## src/rtl/mult_pkg.sv

```systemverilog
// Shared types and constants for the multiplier display path: converter FSM states,
// BCD digit type, and the active-low seven-segment encodings (bit 6 = g ... bit 0 = a).
package mult_pkg;

    typedef enum logic [1:0] {
        IDLE,
        SHIFT,
        FINISH
    } conv_state_t;

    typedef logic [3:0] bcd_digit_t;

    localparam logic [6:0] SEG_BLANK = 7'h7F;
    localparam logic [6:0] SEG_MINUS = 7'b0111111;

    localparam logic [6:0] SEG_LUT [16] = '{
        7'h40, 7'h79, 7'h24, 7'h30, 7'h19, 7'h12, 7'h02, 7'h78,
        7'h00, 7'h10, 7'h08, 7'h03, 7'h46, 7'h21, 7'h06, 7'h0E
    };

    // True when DIGITS decimal digits can hold the largest magnitude 2**(WIDTH-1).
    function automatic bit digits_fit(input int unsigned digits, input int unsigned width);
        longint unsigned p;
        p = 64'd1;
        for (int unsigned i = 0; i < digits; i++) begin
            p = p * 64'd10;
        end
        return p > (64'd1 << (width - 1));
    endfunction

endpackage

```

## src/rtl/product_bcd_converter_if.sv

```systemverilog
// Handshake and result bus between the multiplier (master) and the BCD converter (slave).
// Hex segment outputs exist only when SEVSEG_OUT_EN is defined.
interface product_bcd_converter_if #(
    parameter int unsigned WIDTH  = 16,
    parameter int unsigned DIGITS = 5
);
    logic                  Start;
    logic [WIDTH-1:0]      Product;
    logic                  Busy;
    logic                  Done;
    logic                  Neg;
    logic [4*DIGITS-1:0]   Bcd;
`ifdef SEVSEG_OUT_EN
    logic [6:0]            Hex [DIGITS];
`endif

    modport master (
        output Start, Product,
        input  Busy, Done, Neg, Bcd
`ifdef SEVSEG_OUT_EN
        , input Hex
`endif
    );

    modport slave (
        input  Start, Product,
        output Busy, Done, Neg, Bcd
`ifdef SEVSEG_OUT_EN
        , output Hex
`endif
    );
endinterface

```

## src/rtl/product_bcd_converter_sevenseg.sv

```systemverilog
// One BCD digit to active-low seven segments, with blank and minus overrides.
module bcd_sevenseg
    import mult_pkg::*;
(
    input  bcd_digit_t digit,
    input  logic       blank,
    input  logic       minus,
    output logic [6:0] seg_c
);
    always_comb begin
        seg_c = SEG_LUT[digit];
        if (minus) begin
            seg_c = SEG_MINUS;
        end else if (blank) begin
            seg_c = SEG_BLANK;
        end
    end
endmodule

```

## src/rtl/product_bcd_converter.sv

```systemverilog
// Signed product to sign + BCD magnitude, sequential double-dabble one bit per clock.
// Optional registered seven-segment outputs when SEVSEG_OUT_EN is defined.
module product_bcd_converter
    import mult_pkg::*;
#(
    parameter int unsigned WIDTH  = 16,
    parameter int unsigned DIGITS = 5
) (
    input  logic                   Clk,
    input  logic                   Reset,
    product_bcd_converter_if.slave bus
);
    localparam int unsigned BW = 4 * DIGITS;
    localparam int unsigned CW = $clog2(WIDTH + 1);

    if (!digits_fit(DIGITS, WIDTH)) begin : g_range_err
        $error("product_bcd_converter: DIGITS too small for WIDTH");
    end

    conv_state_t      state_q, state_d;
    logic [CW-1:0]    count_q, count_d;
    logic [WIDTH-1:0] mag_q, mag_d;
    logic             sgn_q, sgn_d;
    logic [BW-1:0]    work_q, work_d;
    logic [BW-1:0]    bcd_q, bcd_d;
    logic             neg_q, neg_d;
    logic             done_q, done_d;
    logic             busy_q, busy_d;
    logic [BW-1:0]    adj;

    // Next-state, datapath and output decode.
    always_comb begin
        state_d = state_q;
        count_d = count_q;
        mag_d   = mag_q;
        sgn_d   = sgn_q;
        work_d  = work_q;
        bcd_d   = bcd_q;
        neg_d   = neg_q;
        done_d  = 1'b0;
        adj     = work_q;
        for (int unsigned i = 0; i < DIGITS; i++) begin
            if (adj[4*i +: 4] >= 4'd5) begin
                adj[4*i +: 4] = adj[4*i +: 4] + 4'd3;
            end
        end

        unique case (state_q)
            IDLE: begin
                if (bus.Start) begin
                    mag_d   = bus.Product[WIDTH-1] ? (~bus.Product + WIDTH'(1)) : bus.Product;
                    sgn_d   = bus.Product[WIDTH-1];
                    work_d  = '0;
                    count_d = CW'(WIDTH);
                    state_d = SHIFT;
                end
            end
            SHIFT: begin
                work_d  = {adj[BW-2:0], mag_q[WIDTH-1]};
                mag_d   = {mag_q[WIDTH-2:0], 1'b0};
                count_d = count_q - CW'(1);
                if (count_q == CW'(1)) begin
                    state_d = FINISH;
                end
            end
            FINISH: begin
                bcd_d   = work_q;
                neg_d   = sgn_q;
                done_d  = 1'b1;
                state_d = IDLE;
            end
            default: state_d = IDLE;
        endcase

        busy_d = (state_d != IDLE);
    end

    always_ff @(posedge Clk) begin
        if (Reset) begin
            state_q <= IDLE;
            count_q <= '0;
            mag_q   <= '0;
            sgn_q   <= 1'b0;
            work_q  <= '0;
            bcd_q   <= '0;
            neg_q   <= 1'b0;
            done_q  <= 1'b0;
            busy_q  <= 1'b0;
        end else begin
            state_q <= state_d;
            count_q <= count_d;
            mag_q   <= mag_d;
            sgn_q   <= sgn_d;
            work_q  <= work_d;
            bcd_q   <= bcd_d;
            neg_q   <= neg_d;
            done_q  <= done_d;
            busy_q  <= busy_d;
        end
    end

    assign bus.Busy = busy_q;
    assign bus.Done = done_q;
    assign bus.Neg  = neg_q;
    assign bus.Bcd  = bcd_q;

`ifdef SEVSEG_OUT_EN
    logic [DIGITS-1:0] blank;
    logic [DIGITS-1:0] minus;
    logic              lead;
    logic [6:0]        seg   [DIGITS];
    logic [6:0]        hex_q [DIGITS];

    // Leading-zero blanking; the minus sits in the blanked digit next to the number.
    always_comb begin
        lead  = 1'b1;
        blank = '0;
        minus = '0;
        for (int i = DIGITS - 1; i >= 0; i--) begin
            lead     = lead && (bcd_q[4*i +: 4] == 4'd0);
            blank[i] = (i != 0) && lead;
        end
        for (int i = 1; i < DIGITS; i++) begin
            minus[i] = neg_q && blank[i] && !blank[i-1];
        end
    end

    for (genvar g = 0; g < DIGITS; g++) begin : g_seg
        bcd_sevenseg u_seg (
            .digit (bcd_q[4*g +: 4]),
            .blank (blank[g]),
            .minus (minus[g]),
            .seg_c (seg[g])
        );
    end

    always_ff @(posedge Clk) begin
        for (int i = 0; i < DIGITS; i++) begin
            if (Reset) begin
                hex_q[i] <= (i == 0) ? SEG_LUT[0] : SEG_BLANK;
            end else begin
                hex_q[i] <= seg[i];
            end
        end
    end

    assign bus.Hex = hex_q;
`endif

endmodule

```

## src/flat_wrapper.sv

```systemverilog
// flat-port wrapper written by rule: the top's interface ports become plain ports
module product_bcd_converter_flat import mult_pkg::*;
#(
    parameter int unsigned WIDTH  = 16,
    parameter int unsigned DIGITS = 5
)
  (Clk, Reset, bus_Start, bus_Product, bus_Busy, bus_Done, bus_Neg, bus_Bcd);
  product_bcd_converter_if #(.WIDTH(WIDTH), .DIGITS(DIGITS)) bus_i ();
  input  logic Clk;
  input  logic Reset;
  input wire logic [$bits(bus_i.Start)-1:0] bus_Start;
  input wire logic [$bits(bus_i.Product)-1:0] bus_Product;
  output wire logic [$bits(bus_i.Busy)-1:0] bus_Busy;
  output wire logic [$bits(bus_i.Done)-1:0] bus_Done;
  output wire logic [$bits(bus_i.Neg)-1:0] bus_Neg;
  output wire logic [$bits(bus_i.Bcd)-1:0] bus_Bcd;
  assign bus_i.Start = bus_Start;
  assign bus_i.Product = bus_Product;
  assign bus_Busy = bus_i.Busy;
  assign bus_Done = bus_i.Done;
  assign bus_Neg = bus_i.Neg;
  assign bus_Bcd = bus_i.Bcd;
  product_bcd_converter #(.WIDTH(WIDTH), .DIGITS(DIGITS)) u_core (.Clk(Clk), .Reset(Reset), .bus(bus_i));
endmodule
```

## config.mk

```make
export PLATFORM = sky130hd
export DESIGN_NAME = product_bcd_converter_flat
export DESIGN_NICKNAME = d
export VERILOG_FILES = /design/src/rtl/mult_pkg.sv /design/src/rtl/product_bcd_converter_if.sv /design/src/rtl/product_bcd_converter_sevenseg.sv /design/src/rtl/product_bcd_converter.sv /design/src/flat_wrapper.sv
export SDC_FILE = /design/constraint.sdc
export NUM_CORES = 1
export LEC_CHECK = 0
export ABC_AREA = 1
export CAP_MARGIN = 10
export CORE_MARGIN = 5
export CORE_UTILIZATION = 40
export DETAILED_ROUTE_END_ITERATION = 6
export GPL_ROUTABILITY_DRIVEN = 0
export PLACE_DENSITY = 0.7
export SYNTH_ARGS = -nofsm -noshare
export SYNTH_HDL_FRONTEND = slang
export SYNTH_SLANG_ARGS = --single-unit
```

## constraint.sdc

```tcl
create_clock -name Clk -period 1.6 [get_ports Clk]
set_input_delay 0.16 -clock Clk [delete_from_list [all_inputs] [get_ports Clk]]
set_output_delay 0.16 -clock Clk [all_outputs]
set_load 0.02 [all_outputs]
```

==> flow_summary.json <==
{
  "ioPinCount": 42,
  "cts_buffers": 9,
  "syn_area_per_cell_sq_um": 7.52,
  "rsz0062_at_grt": "false",
  "cts_root_buffer": "clkbuf_8",
  "portBuffers": 41,
  "r2r-start": "u_core.work_q[8]$_SDFFE_PP0P_",
  "highest_layer": "met4",
  "grt_max_degree": 42,
  "hold_start": "u_core.mag_q[1]$_SDFFE_PP0P_",
  "maxCapViolCount": 0,
  "routed_wl_um": 7400,
  "core_area_sq_um": 7690,
  "critPathArrivalTime_ns": 1.31,
  "setup_viol": 0,
  "whs_path_depth": 2,
  "layout-drive-gt1-share_pct": 10.9,
  "critical_path_buf_inv_count": 1,
  "hold_violations": 0,
  "wl_met1_um": 3340,
  "cts_tree": "yes",
  "grt_pass1_vias": 2818,
  "clockBufferDepth": 2,
  "reg2reg_slack_ns": 0.20,
  "path_max_fanout": 2,
  "synth_seq_cells": 67,
  "finClkSkew_ns": 0.0100,
  "switching_share_pct": 25.1,
  "grt-ovfl-total": 0,
  "vdd_ir_drop_max_v": 0.000757,
  "fp.dieW_um": 98.5,
  "post_cts_buffers": 0,
  "wl_per_cell_um": 12.6,
  "power.switching_mw": 1.01,
  "antennaDiodeCount": 0,
  "fin_hold_ws_ns": 0.455,
  "slew_violations": 0,
  "ant_nets": 0,
  "via_per_inst": 5.04,
  "start_util_pct": 40.8,
  "tightest_slew_ns": 0.249,
  "power.leakage_nw": 1.65,
  "yosys_most_used_dff": "dfxtp_1",
  "cp_slowest_cell": "clkdlybuf4s50_1",
  "seq_power_share_pct": 44.1,
  "combPwrFrac_pct": 13.1,
  "ctsResizeCount": 0,
  "grt_usage_pct": 15.8,
  "cpLargestDelayFamily": "buffers and inverters",
  "status": "finished, final reports clean",
  "dr_total_vias": 2970,
  "die-height_um": 98.5,
  "critPathLaunchType": "flip-flop",
  "place_hpwl_um": 5430,
  "synth_edf_count": 0,
  "final_util_pct": 53.3,
  "synth_cell_type_count": 34,
  "synth_warnings": 0,
  "area_delta_synth_final_pct": 30.7,
  "critPathMaxStageDelay_ns": 0.62,
  "max_slew_margin_pct": 83.2,
  "min_path_type": "reg2reg",
  "grt_pass1_wl_um": 12600,
  "clockPowerShare_pct": 42.8,
  "synth_nets": 449,
  "intPower_mw": 3.02,
  "r2r_cells": 7,
  "fill_cells": 726,
  "synthesis.area_sq_um": 3140,
  "fmax_mhz": 679,
  "antenna_found_initial": 0,
  "crit_chain": "clkdlybuf4s50_1",
  "required_ns": 1.44,
  "crit_type": "reg2out",
  "cts_hold_buf": 0,
  "rr_endpoint": "u_core.work_q[10]$_SDFFE_PP0P_",
  "synth_async_sr_flop_share_pct": 0,
  "end_kind": "primary output",
  "core.rowCount": 32,
  "route.detailed.drc": 0,
  "syn_inst": 417,
  "dieArea_sq_um": 9710,
  "min_period_over_period_pct": 92.1,
  "fin_crit_ns": 1.47,
  "cts.htree.levels": 3,
  "seq_area_frac_synth_pct": 42.8,
  "cellPowerDensity_nw_per_um2": 985,
  "wl_met2_um": 3520,
  "final_nets": 514,
  "clock_sink_count": 67,
  "clock_latency_ns": 0.35,
  "clk_pin_slew_worst_paths_ns": 0.08,
  "dr.pass1.iters": 4,
  "dr_wl_met3_um": 462,
  "drtIter0Drc": 125,
  "whs_endpoint": "u_core.mag_q[1]$_SDFFE_PP0P_"
}
[cell type report]
| type | count | area [sq um] | share of cell area, % |
|---|---|---|---|
| inverter | 52 | 195 | 4.76 |
| clock inverter | 7 | 124 | 3.02 |
| timing repair buffer | 66 | 648 | 15.8 |
| multi-input combinational | 286 | 1540 | 37.5 |
| tap | 102 | 128 | 3.11 |
| sequential | 67 | 1340 | 32.7 |
| clock buffer | 9 | 124 | 3.02 |
[cells in the mapped netlist, types with 7 or more instances]
master / number / area share, %
o22ai_1: 10 / 2.0
dfxtp_1: 67 / 43
a21oi_1: 36 / 5.7
nand3_1: 14 / 2.2
ha_1: 13 / 5.2
o21ai_0: 55 / 8.8
nor2_1: 47 / 5.6
a22oi_1: 8 / 1.9
xor2_1: 7 / 2.0
nand2_1: 65 / 7.8
inv_1: 46 / 5.5
clkbuf_1: 7 / 0.84
[cell families after synthesis]
logic type	Yosys count	synth area share (%)
fa+ha+maj	13	5.19
compound gates	127	22.9
buf+inv	64	8.26
flops	67	42.8
xor+xnor	8	2.23
simple gates	138	18.7
[cells in the final DEF, fill, tap and decap left out, types with 13 or more instances in the layout]
cell,instances
nand3_1,14
a21oi_1,36
clkdlybuf4s50_1,41
buf_4,21
inv_1,46
nor2_1,46
nand2_1,65
ha_1,13
dfxtp_1,67
o21ai_0,54
[layer usage]
metal  global-route usage (%)  vias up
met5                        0        -
met4                     5.36        0
met3                     5.38        8
met2                     26.2       82
met1                     19.2     1350
li1                         -     1530
[power by group through the flow]
stage	Sequential, mW	Clock (mW)	Combinational [mW]
floorplan	1.82	0	0.282
global placement	1.82	0	0.518
detailed placement	1.82	0	0.526
CTS	1.78	1.78	0.530
global route	1.79	1.85	0.593
finish	1.78	1.73	0.528
[flip-flops by register name, indices dropped and copies added (netlist names)]
register	count
u_core.bus.Busy	1
u_core.bus.Bcd	20
u_core.count_q	5
u_core.mag_q	16
u_core.bus.Neg	1
u_core.work_q	20
u_core.sgn_q	1
u_core.bus.Done	1
u_core.state_q	2
[worst min-delay path, stage by stage (launching register included)]
cell     delay, ns
dfxtp_1       0.32
nand2_1       0.05
o21ai_0       0.06
[through the flow]
stage / power, mW / TNS (ns) / setup slack (ns) / area (sq um) / std cells
after floorplan: 2.10 / 0 / 0.349 / 3140 / 417
after CTS: 4.09 / 0 / 0.105 / 4100 / 589
after global placement: 2.33 / 0 / 0.00643 / 3850 / 573
final: 4.04 / 0 / 0.127 / 4100 / 589
after detailed placement: 2.34 / -0.0800 / -0.0496 / 3850 / 573
after global routing: 4.23 / 0 / 0.0290 / 4100 / 589
[worst max path at each step]
stage / cells past startpoint / endpoint / startpoint / slack, ns
after detailed placement: 10 / u_core.mag_q[10]$_SDFFE_PP0P_ / bus_Product[0] / -0.05
after global placement: 11 / u_core.mag_q[14]$_SDFFE_PP0P_ / bus_Product[0] / 0.006
after global routing: 8 / u_core.work_q[6]$_SDFFE_PP0P_ / u_core.work_q[4]$_SDFFE_PP0P_ / 0.03
after CTS: 1 / bus_Bcd[19] / u_core.bus.Bcd[19]$_SDFFE_PP0P_ / 0.10
after floorplan: 9 / u_core.mag_q[13]$_SDFFE_PP0P_ / u_core.state_q[0]$_SDFF_PP0_ / 0.35
final: 1 / bus_Bcd[19] / u_core.bus.Bcd[19]$_SDFFE_PP0P_ / 0.13
Note: power is estimated with default switching activity, not from simulation.
